===== config.mk =====
export PLATFORM = sky130hd
export DESIGN_NAME = dmem_pipe_flat
export DESIGN_NICKNAME = d
export VERILOG_FILES = /design/src/rtl/dmem_pipe_if.sv /design/src/rtl/dmem_pipe.sv /design/src/flat_wrapper.sv
export SDC_FILE = /design/constraint.sdc
export NUM_CORES = 2
export LEC_CHECK = 0
export CAP_MARGIN = 20
export CELL_PAD_IN_SITES_DETAIL_PLACEMENT = 1
export CELL_PAD_IN_SITES_GLOBAL_PLACEMENT = 2
export CORE_MARGIN = 5
export CORE_UTILIZATION = 52
export DETAILED_ROUTE_END_ITERATION = 6
export PLACE_DENSITY = 0.88
export SETUP_SLACK_MARGIN = 0.5
export SYNTH_ARGS = -nofsm -noshare
export SYNTH_HDL_FRONTEND = slang
export SYNTH_SLANG_ARGS = --single-unit

===== constraint.sdc =====
create_clock -name clk -period 12.3 [get_ports clk]
set_input_delay 2.46 -clock clk [delete_from_list [all_inputs] [get_ports clk]]
set_output_delay 2.46 -clock clk [all_outputs]
set_load 0.02 [all_outputs]

===== src/rtl/dmem_pipe_if.sv =====
// Request/response bus between the MEM stage and dmem_pipe.
interface dmem_pipe_if;
  logic        req_valid;
  logic        req_ready;
  logic        req_we;
  logic [2:0]  req_funct3;
  logic [31:0] req_addr;
  logic [31:0] req_wdata;
  logic        rsp_valid;
  logic [31:0] rsp_rdata;
  logic        rsp_fault;

  modport master (
    output req_valid, req_we, req_funct3, req_addr, req_wdata,
    input  req_ready, rsp_valid, rsp_rdata, rsp_fault
  );

  modport slave (
    input  req_valid, req_we, req_funct3, req_addr, req_wdata,
    output req_ready, rsp_valid, rsp_rdata, rsp_fault
  );
endinterface


===== src/rtl/dmem_pipe.sv =====
// Word-organised data RAM with funct3 byte/half/word access, a READ_LAT-deep
// response pipeline, self-clearing after reset and a saturating fault counter.
module dmem_pipe #(
  parameter int unsigned DEPTH    = 64,
  parameter int unsigned READ_LAT = 1,
  parameter int unsigned FCNT_W   = 8
) (
  input  logic              clk,
  input  logic              rst,
  dmem_pipe_if.slave        bus,
  output logic [FCNT_W-1:0] fault_cnt
);

  localparam int unsigned AW = $clog2(DEPTH);

  typedef enum logic [0:0] {StInit, StRun} state_e;

  state_e      state_q, state_d;
  logic [AW-1:0] init_idx_q, init_idx_d;
  logic        req_ready_q, req_ready_d;

  logic [31:0] mem_q [DEPTH];

  logic        accept;
  logic [AW-1:0] word_idx;
  logic        range_err, f3_err, align_err, fault;
  logic [31:0] rd_word;
  logic [7:0]  ld_byte;
  logic [15:0] ld_half;
  logic [31:0] ld_data, s0_rdata;

  logic        wr_en;
  logic [AW-1:0] wr_idx;
  logic [31:0] wr_data, wr_mask;
  logic [31:0] st_data, st_mask;

  logic [READ_LAT-1:0] pv_q, pv_d;
  logic [READ_LAT-1:0] pf_q, pf_d;
  logic [31:0]         prd_q [READ_LAT];
  logic [31:0]         prd_d [READ_LAT];

  logic [FCNT_W-1:0] fault_cnt_q, fault_cnt_d;

  // FSM next state: INIT walks init_idx across the array, then RUN until reset.
  always_comb begin
    state_d     = state_q;
    init_idx_d  = init_idx_q;
    req_ready_d = req_ready_q;
    case (state_q)
      StInit: begin
        init_idx_d = init_idx_q + 1'b1;
        if (init_idx_q == AW'(DEPTH - 1)) begin
          state_d     = StRun;
          init_idx_d  = '0;
          req_ready_d = 1'b1;
        end
      end
      StRun: begin
        req_ready_d = 1'b1;
      end
      default: begin
        state_d     = StInit;
        init_idx_d  = '0;
        req_ready_d = 1'b0;
      end
    endcase
  end

  // FSM state and registered ready.
  always_ff @(posedge clk) begin
    if (rst) begin
      state_q     <= StInit;
      init_idx_q  <= '0;
      req_ready_q <= 1'b0;
    end else begin
      state_q     <= state_d;
      init_idx_q  <= init_idx_d;
      req_ready_q <= req_ready_d;
    end
  end

  assign accept   = bus.req_valid & req_ready_q;
  assign word_idx = bus.req_addr[AW+1:2];
  // Compare the full word index so high address bits cannot alias into the array.
  assign range_err = ({2'b00, bus.req_addr[31:2]} >= DEPTH);

  // funct3 legality and alignment decode.
  always_comb begin
    f3_err    = 1'b0;
    align_err = 1'b0;
    case (bus.req_funct3)
      3'b000: ;
      3'b001: align_err = bus.req_addr[0];
      3'b010: align_err = |bus.req_addr[1:0];
      3'b100: f3_err = bus.req_we;
      3'b101: begin
        f3_err    = bus.req_we;
        align_err = bus.req_addr[0];
      end
      default: f3_err = 1'b1;
    endcase
  end

  assign fault   = range_err | f3_err | align_err;
  assign rd_word = mem_q[word_idx];

  // Load lane select and sign/zero extension.
  always_comb begin
    ld_byte = 8'h00;
    case (bus.req_addr[1:0])
      2'd0: ld_byte = rd_word[7:0];
      2'd1: ld_byte = rd_word[15:8];
      2'd2: ld_byte = rd_word[23:16];
      2'd3: ld_byte = rd_word[31:24];
      default: ld_byte = 8'h00;
    endcase
    ld_half = bus.req_addr[1] ? rd_word[31:16] : rd_word[15:0];
    ld_data = 32'h0;
    case (bus.req_funct3)
      3'b000: ld_data = {{24{ld_byte[7]}}, ld_byte};
      3'b001: ld_data = {{16{ld_half[15]}}, ld_half};
      3'b010: ld_data = rd_word;
      3'b100: ld_data = {24'h0, ld_byte};
      3'b101: ld_data = {16'h0, ld_half};
      default: ld_data = 32'h0;
    endcase
    s0_rdata = (accept && !bus.req_we && !fault) ? ld_data : 32'h0;
  end

  // Store lane replication and byte mask.
  always_comb begin
    st_data = 32'h0;
    st_mask = 32'h0;
    case (bus.req_funct3)
      3'b000: begin
        st_data = {4{bus.req_wdata[7:0]}};
        st_mask = 32'h0000_00FF << {bus.req_addr[1:0], 3'b000};
      end
      3'b001: begin
        st_data = {2{bus.req_wdata[15:0]}};
        st_mask = bus.req_addr[1] ? 32'hFFFF_0000 : 32'h0000_FFFF;
      end
      3'b010: begin
        st_data = bus.req_wdata;
        st_mask = 32'hFFFF_FFFF;
      end
      default: begin
        st_data = 32'h0;
        st_mask = 32'h0;
      end
    endcase
  end

  // Single write port: INIT clearing or an accepted, non-faulting store.
  always_comb begin
    wr_en   = 1'b0;
    wr_idx  = word_idx;
    wr_data = st_data;
    wr_mask = st_mask;
    if (rst) begin
      wr_en = 1'b0;
    end else if (state_q == StInit) begin
      wr_en   = 1'b1;
      wr_idx  = init_idx_q;
      wr_data = 32'h0;
      wr_mask = 32'hFFFF_FFFF;
    end else begin
      wr_en = accept & bus.req_we & ~fault;
    end
  end

  // Memory array write; contents are cleared by INIT rather than by reset.
  always_ff @(posedge clk) begin
    if (wr_en) begin
      mem_q[wr_idx] <= (mem_q[wr_idx] & ~wr_mask) | (wr_data & wr_mask);
    end
  end

  // Response pipeline next state: stage 0 captures the acceptance-cycle result.
  always_comb begin
    pv_d = '0;
    pf_d = '0;
    for (int i = 0; i < int'(READ_LAT); i++) begin
      prd_d[i] = 32'h0;
    end
    pv_d[0]  = accept;
    pf_d[0]  = accept & fault;
    prd_d[0] = s0_rdata;
    for (int i = 1; i < int'(READ_LAT); i++) begin
      pv_d[i]  = pv_q[i-1];
      pf_d[i]  = pf_q[i-1];
      prd_d[i] = prd_q[i-1];
    end
  end

  // Response pipeline registers; reset drops anything in flight.
  always_ff @(posedge clk) begin
    if (rst) begin
      pv_q <= '0;
      pf_q <= '0;
      for (int i = 0; i < int'(READ_LAT); i++) begin
        prd_q[i] <= 32'h0;
      end
    end else begin
      pv_q <= pv_d;
      pf_q <= pf_d;
      for (int i = 0; i < int'(READ_LAT); i++) begin
        prd_q[i] <= prd_d[i];
      end
    end
  end

  // Saturating fault counter next state.
  always_comb begin
    fault_cnt_d = fault_cnt_q;
    if (accept && fault && !(&fault_cnt_q)) begin
      fault_cnt_d = fault_cnt_q + 1'b1;
    end
  end

  // Fault counter register.
  always_ff @(posedge clk) begin
    if (rst) begin
      fault_cnt_q <= '0;
    end else begin
      fault_cnt_q <= fault_cnt_d;
    end
  end

  assign bus.req_ready = req_ready_q;
  assign bus.rsp_valid = pv_q[READ_LAT-1];
  assign bus.rsp_fault = pf_q[READ_LAT-1];
  assign bus.rsp_rdata = prd_q[READ_LAT-1];
  assign fault_cnt     = fault_cnt_q;

endmodule


===== src/flat_wrapper.sv =====
// flat-port wrapper written by rule: the top's interface ports become plain ports
module dmem_pipe_flat 
#(
  parameter int unsigned DEPTH    = 64,
  parameter int unsigned READ_LAT = 1,
  parameter int unsigned FCNT_W   = 8
)
  (clk, rst, fault_cnt, bus_req_valid, bus_req_we, bus_req_funct3, bus_req_addr, bus_req_wdata, bus_req_ready, bus_rsp_valid, bus_rsp_rdata, bus_rsp_fault);
  dmem_pipe_if bus_i ();
  input  logic clk;
  input  logic rst;
  output logic [FCNT_W-1:0] fault_cnt;
  input wire logic [$bits(bus_i.req_valid)-1:0] bus_req_valid;
  input wire logic [$bits(bus_i.req_we)-1:0] bus_req_we;
  input wire logic [$bits(bus_i.req_funct3)-1:0] bus_req_funct3;
  input wire logic [$bits(bus_i.req_addr)-1:0] bus_req_addr;
  input wire logic [$bits(bus_i.req_wdata)-1:0] bus_req_wdata;
  output wire logic [$bits(bus_i.req_ready)-1:0] bus_req_ready;
  output wire logic [$bits(bus_i.rsp_valid)-1:0] bus_rsp_valid;
  output wire logic [$bits(bus_i.rsp_rdata)-1:0] bus_rsp_rdata;
  output wire logic [$bits(bus_i.rsp_fault)-1:0] bus_rsp_fault;
  assign bus_i.req_valid = bus_req_valid;
  assign bus_i.req_we = bus_req_we;
  assign bus_i.req_funct3 = bus_req_funct3;
  assign bus_i.req_addr = bus_req_addr;
  assign bus_i.req_wdata = bus_req_wdata;
  assign bus_req_ready = bus_i.req_ready;
  assign bus_rsp_valid = bus_i.rsp_valid;
  assign bus_rsp_rdata = bus_i.rsp_rdata;
  assign bus_rsp_fault = bus_i.rsp_fault;
  dmem_pipe #(.DEPTH(DEPTH), .READ_LAT(READ_LAT), .FCNT_W(FCNT_W)) u_core (.clk(clk), .rst(rst), .bus(bus_i), .fault_cnt(fault_cnt));
endmodule

## Word level (Yosys, flattened, before mapping)

Memories as Yosys holds them, arrays and structs flattened.
Cells that the tools add are included.

| cells by class | value |
|---|---|
| add/subtract/negate cells | 2 |
| multiply operators | 0 |
| div/mod/pow operators | 0 |
| magnitude comparators | 1 |
| equal/unequal tests | 9 |
| shift-type cells | 1 |
| mux-type cells | 29 |
| bitwise gates (word level) | 12 |
| reduce and logical (&&, ||, !) cells | 15 |

Operators with widths:

| cell | count |
|---|---|
| two-way mux 32 bit | 7 |
| one-hot mux 32 bit (3 select lines) | 2 |
| one-hot mux 32 bit (5 select lines) | 1 |
| bitwise AND 32 bit | 2 |
| NOT 32 bit | 1 |
| bitwise OR 32 bit | 1 |
| one-hot mux 8 bit (4 select lines) | 1 |
| OR reduction 32 bit | 1 |
| << shifter 8 x 5 -> 32 bit, first input constant | 1 |
| greater-or-equal comparator 30 x 7 -> 1 bit, second input constant | 1 |
| two-way mux 6 bit | 3 |
| two-way mux 16 bit | 1 |
| two-way mux 1 bit | 11 |
| adder 8 x 1 -> 8 bit, second input constant | 1 |
| AND reduction 8 bit | 1 |
| adder 6 x 1 -> 6 bit, second input constant | 1 |
| == test 3 bit, second input constant | 2 |
| == test 6 bit, second input constant | 1 |
| one-hot mux 1 bit (2 select lines) | 3 |
| OR reduction 2 bit | 3 |
| bitwise AND 1 bit | 4 |
| == test 2 bit, second input constant | 2 |
| logical AND 1 bit | 4 |
| == test 3 x 1 -> 1 bit, second input constant | 1 |
| other kinds (9) | 13 |

| storage, ports and cells | value |
|---|---|
| bits in registers | 18 |
| latch bits | 0 |
| bits in writable memories | 2080 |
| memory bits (read-only) | 0 |
| bits of input ports | 71 |
| output and inout port bits | 43 |
| memories | 2 |

Memories:

| name | depth | bits a word | read ports | clocked after Yosys merged registers in | write ports | RTL line | text |
|---|---|---|---|---|---|---|---|
| u_core.mem_q | 64 | 32 | 2 | 0 | 1 | dmem_pipe.sv:22 | `logic [31:0] mem_q [DEPTH];` |
| u_core.prd_q | 1 | 32 | 1 | 0 | 1 | dmem_pipe.sv:39 | `logic [31:0] prd_q [READ_LAT];` |

## Logic depth before layout (Yosys ltp)

| logic depth | value |
|---|---|
| depth in word-level cells | 11 |
| depth in mapped cells | 17 |

## Worst setup path after synthesis

No wires, ideal clock.

| path | value |
|---|---|
| kind | input-to-reg |
| from | input port bus_req_addr[3] |
| to | memory u_core.mem_q[0][10] (data pin) |
| library setup time | 0.768 ns |
| arrival time | 7.520 ns |
| setup slack | 4.013 ns |
| stages | 13 |
| path buffers | 6 |
| cells stage by stage | buf_4 buf_6 buf_2 nor2_1 a21oi_4 nor2_1 buf_2 buf_2 buf_1 a22oi_1 a31oi_1 nor4_1 a311oi_1 |

| on the way | value |
|---|---|
| cells in the longest elaborated chain, start to end | 5 |

Ends and longest elaborated chain:

| element | RTL line | text |
|---|---|---|
| from (decl) | flat_wrapper.sv:16 | `input wire logic [$bits(bus_i.req_addr)-1:0] bus_req_addr;` |
| two-way mux 6 bit | dmem_pipe.sv:162 | `end else if (state_q == StInit) begin` |
| two-way mux 6 bit (*) | dmem_pipe.sv:160 | `if (rst) begin` |
| memory (64 x 32 bit) (*) | -- |  |
| bitwise AND 32 bit (*) | dmem_pipe.sv:175 | `mem_q[wr_idx] <= (mem_q[wr_idx] & ~wr_mask) \| (wr_data & wr_mask);` |
| bitwise OR 32 bit (*) | dmem_pipe.sv:175 |  |
| to (decl) | dmem_pipe.sv:22 |  |

Every way passes the cells marked *; elsewhere a longest branch is shown, timed or not.

## Worst setup path in the final report

| path | value |
|---|---|
| from | input port rst |
| to | memory u_core.mem_q[9][9] (data pin) |

| on the way | value |
|---|---|
| cells in the longest elaborated chain, start to end | 4 |
| elaborated cells between the ends (all ways) | 8 |

Ends and longest elaborated chain:

| element | RTL line | text |
|---|---|---|
| from (decl) | flat_wrapper.sv:11 | `input logic rst;` |
| two-way mux 6 bit / two-way mux 32 bit (equally long branches) | dmem_pipe.sv:160 |  |
| memory (64 x 32 bit) / NOT 32 bit (equally long branches) | -- |  |
| bitwise AND 32 bit | dmem_pipe.sv:175 |  |
| bitwise OR 32 bit (*) | dmem_pipe.sv:175 |  |

Marked as above.

==> flow_summary.yaml <==
status:
  status: "finished, violations left"
  violations: "design-rule violations"
power_and_ir_drop:
  p_sw_mw: 4.275
  power_frac_clock: 0.397
  p_total_mw: 16.49
  switching_share: 0.2592
  p_per_area_nw_per_um2: 154.5
  pwr-share-comb: 0.114
  leakage_nw: 33.08
  p_int_mw: 12.22
  power_frac_seq: 0.489
  irDropWorstVdd_uv: 152.0
cts:
  numClockSinks: 2098
  postCtsSetupBuffers: 0
  cts_tree: "yes"
  cts_resized: 0
  h-tree-depth: 4
  cts_inserted_buffers: 213
  holdBufCountCts: 0
  insertion_delay_ns: 0.92
  path_clk_slew_ns: 0.06
  clockRootBuffer: "clkbuf_16"
  clock_path_buffers: 3
sta:
  post-route-period-util: 0.6652
  fin_skew_ns: 0.04171
  rsz0062_at_grt: "false"
  period_needed_ns: 8.182
  fmax_ghz: 0.1222
  drv_slew: 0
  slew_headroom: 0.05126
  worst_hold_slack_ns: 0.4860
  report.final.setup_viol: 0
  setup_tns_ns: 0
  hold_violations: 0
  tightestPinTransition_ns: 1.423
critical_path:
  start_kind: "input pin"
  max_stage_delay_ns: 0.89
  cp.arrival_ns: 8.73
  path_max_fanout: 64
  reg2reg_slack_ns: 5.48
  critPathCaptureType: "flop"
  crit_path_cell_trace: "clkdlybuf4s50_1, or2_2, mux2_2, nor2_1, buf_4, buf_4, nand2_2, buf_4, a41oi_1, or4_1, a2111oi_1, a211oi_4, buf_4"
  cp_common_cell: "buf_4"
  rr_endpoint: "u_core.mem_q[9][9]"
  rr_worst_depth: 13
  worstReg2RegStart: "u_core.state_q"
  crit_required_ns: 12.85
  path_class: "input pin to flop"
  cpMaxStageDelayCell: "a2111oi_1"
cells_and_area:
  stdcell_area_um2: 106700
  layout-drive-gt1-share: 0.2106
  fin_util: 0.5893
  area_growth_pct: 12.54
  final_nets: 5929
floorplan:
  row_count: 156
  io-pin-count: 114
  core_area_um2: 181100
  start_util: 0.5237
  die_x_um: 437.1
  dieArea_um2: 191000
  die_h_um: 437.1
yosys:
  ys_ff_latch: 2098
  synth_flop_cell: "edfxtp_1"
  syn_area_per_cell_um2: 16.51
  synth_nets: 5818
  synth.distinct_cells: 82
  seq_area_frac_synth: 0.6589
  synth_edf_count: 2048
  ys_async_sr_fraction: 0
  netlist_instances: 5745
  synth_warnings: 0
  syn-cell-area_um2: 94850
detailed_routing:
  route.detailed.drc: 74
  wirelength_um: 427800
  via_per_inst: 8.519
  drt_iter0_drc: 15242
  via_count: 71874
  drt-pass1-iter-count: 7
  routedWlPerCell_um: 50.70
  drtAntennaViolNets: 0
global_routing:
  grt.overflow.total: 0
  grt_start_max_net_pins: 113
  first_global_vias: 70301
  track_usage: 0.4384
  grt_pass1_wl_um: 579900
  antenna_found_initial: 34
min_path:
  min_path_type: "flop to flop"
  hold-path-endpoint: "u_core.bus.req_ready"
  hold_path.startpoint: "u_core.bus.req_ready"
  hold_depth: 2
placement:
  dp_hpwl_um: 245900
  portBuffers: 113
  gp_congestion: 0.9565
  dpl_cell_area_um2: 99750
flow_run:
  drv_cap: 0
## through the flow
stage | worst slack (ns) | cells
finish | 4.118 | 8437
global route | 4.301 | 8398
detailed placement | 3.645 | 8002
floorplan | 4.013 | 5745
global placement | 3.769 | 7996
CTS | 4.483 | 8386
## power groups by stage
stage          combinational (mW)  clock (mW)  sequential [mW]
6_report                     1.89        6.54             8.06
5_1_grt                      1.87        6.85             8.06
4_1_cts                      1.77        6.50             8.06
3_5_place_dp                 1.75           0             8.21
3_3_place_gp                 1.69           0             8.21
2_1_floorplan               0.962           0             8.23
## worst max path at each step
stage	slack (ns)	depth (start not counted)	start	end
after floorplan	4.01	13	bus_req_addr[3]	u_core.mem_q[0][10]
after global placement	3.77	12	rst	u_core.mem_q[0][9]
after detailed placement	3.64	12	rst	u_core.mem_q[7][9]
after CTS	4.48	12	rst	u_core.mem_q[55][9]
after global routing	4.30	13	rst	u_core.mem_q[52][9]
final	4.12	13	rst	u_core.mem_q[9][9]
## critical path, delay by kind of cell
| family | cells | cell delay [ns] |
|---|---|---|
| AO/OA/AOI/OAI | 3 | 1.27 |
| buffers and inverters | 5 | 1.92 |
| multiplexers | 1 | 0.84 |
| AND/OR/NAND/NOR | 4 | 2.10 |
## placed cells by master (no fill, tap or decap), types with 34 or more instances in the layout
cell,netlist,final
nand2_1,392,383
a32o_1,37,37
a31oi_1,97,90
dfxtp_1,50,50
nor2_4,0,72
a221oi_1,126,124
clkinv_1,2,38
nor2_1,141,66
a22o_1,85,85
clkdlybuf4s50_1,0,106
clkbuf_16,0,215
a41oi_1,68,67
nand4_1,34,34
edfxtp_1,2048,2048
a21oi_1,246,235
diode_2,0,42
o22ai_1,89,82
a22oi_1,594,593
clkinv_2,0,34
o21ai_0,79,77
mux2i_1,242,239
clkbuf_1,130,54
buf_4,76,231
nor4_1,49,48
mux4_2,514,514
## metal layers
layer | wire (um) | vias up | track usage
met4 | 45360 | 10 | 0.3537
li1 | - | 24752 | -
met1 | 129000 | 35746 | 0.5155
met3 | 78970 | 2554 | 0.2264
met5 | 234 | - | 0.007560
met2 | 174200 | 8812 | 0.5992
## sequential cells by signal, summed over array words and instances, names as in the netlist
signal	flops
u_core.mem_q	2048
u_core.fault_cnt	8
u_core.prd_q	32
u_core.bus.req_ready	1
u_core.bus.rsp_fault	1
u_core.state_q	1
u_core.bus.rsp_valid	1
u_core.init_idx_q	6
## area by class of cell
cell class / instances / area (um^2)
multi-input combinational: 3164 / 30990
antenna: 42 / 105.1
clock buffer: 272 / 5624
timing repair buffer: 372 / 3356
clock inverter: 112 / 1181
fill: 15993 / 74390
sequential: 2098 / 62500
inverter: 7 / 26.28
tap: 2370 / 2965
## synth_stat cells (all sizes together), types with 5 or more instances
cell type,n,area (um^2)
nand2b,12,75.07
nor2,143,541.8
mux2i,242,2422
nand2,392,1471
a31oi,97,606.8
mux4,528,11940
and3,10,62.56
a221o,7,70.07
nand4,34,212.7
or3,5,31.28
buf,345,2054
or4,18,135.1
nor2b,24,150.1
o22ai,89,556.8
a41o,7,70.07
a22oi,596,4484
and2,8,50.05
a222oi,22,220.2
a21oi,247,1247
o221ai,26,227.7
o22a,7,61.31
a2111oi,5,43.79
a41oi,68,595.6
xor2,6,52.55
clkbuf,131,493.0
o21ai,88,447.9
a22o,85,744.5
o31ai,7,52.55
a32o,37,370.4
nor4,49,306.5
a221oi,127,1119
dfxtp,50,1001
a311oi,9,78.83
a211oi,13,97.59
o211ai,6,45.04
nand3,25,125.1
nor3,33,165.2
mux2,34,382.9
inv,5,18.77
o21a,6,45.04
edfxtp,2048,61500
## kinds of logic after synthesis
group,after synthesis,synth area share
multiplexers,804,0.1555
AO/OA/AOI/OAI,1579,0.1207
AND/OR/NAND/NOR,771,0.03671
XOR/XNOR,8,0.0007387
adder cells (fa/ha/maj),2,0.0002638
buffers and inverters,483,0.02713
flip-flops,2098,0.6589
Power figures use the tool's default switching activity.
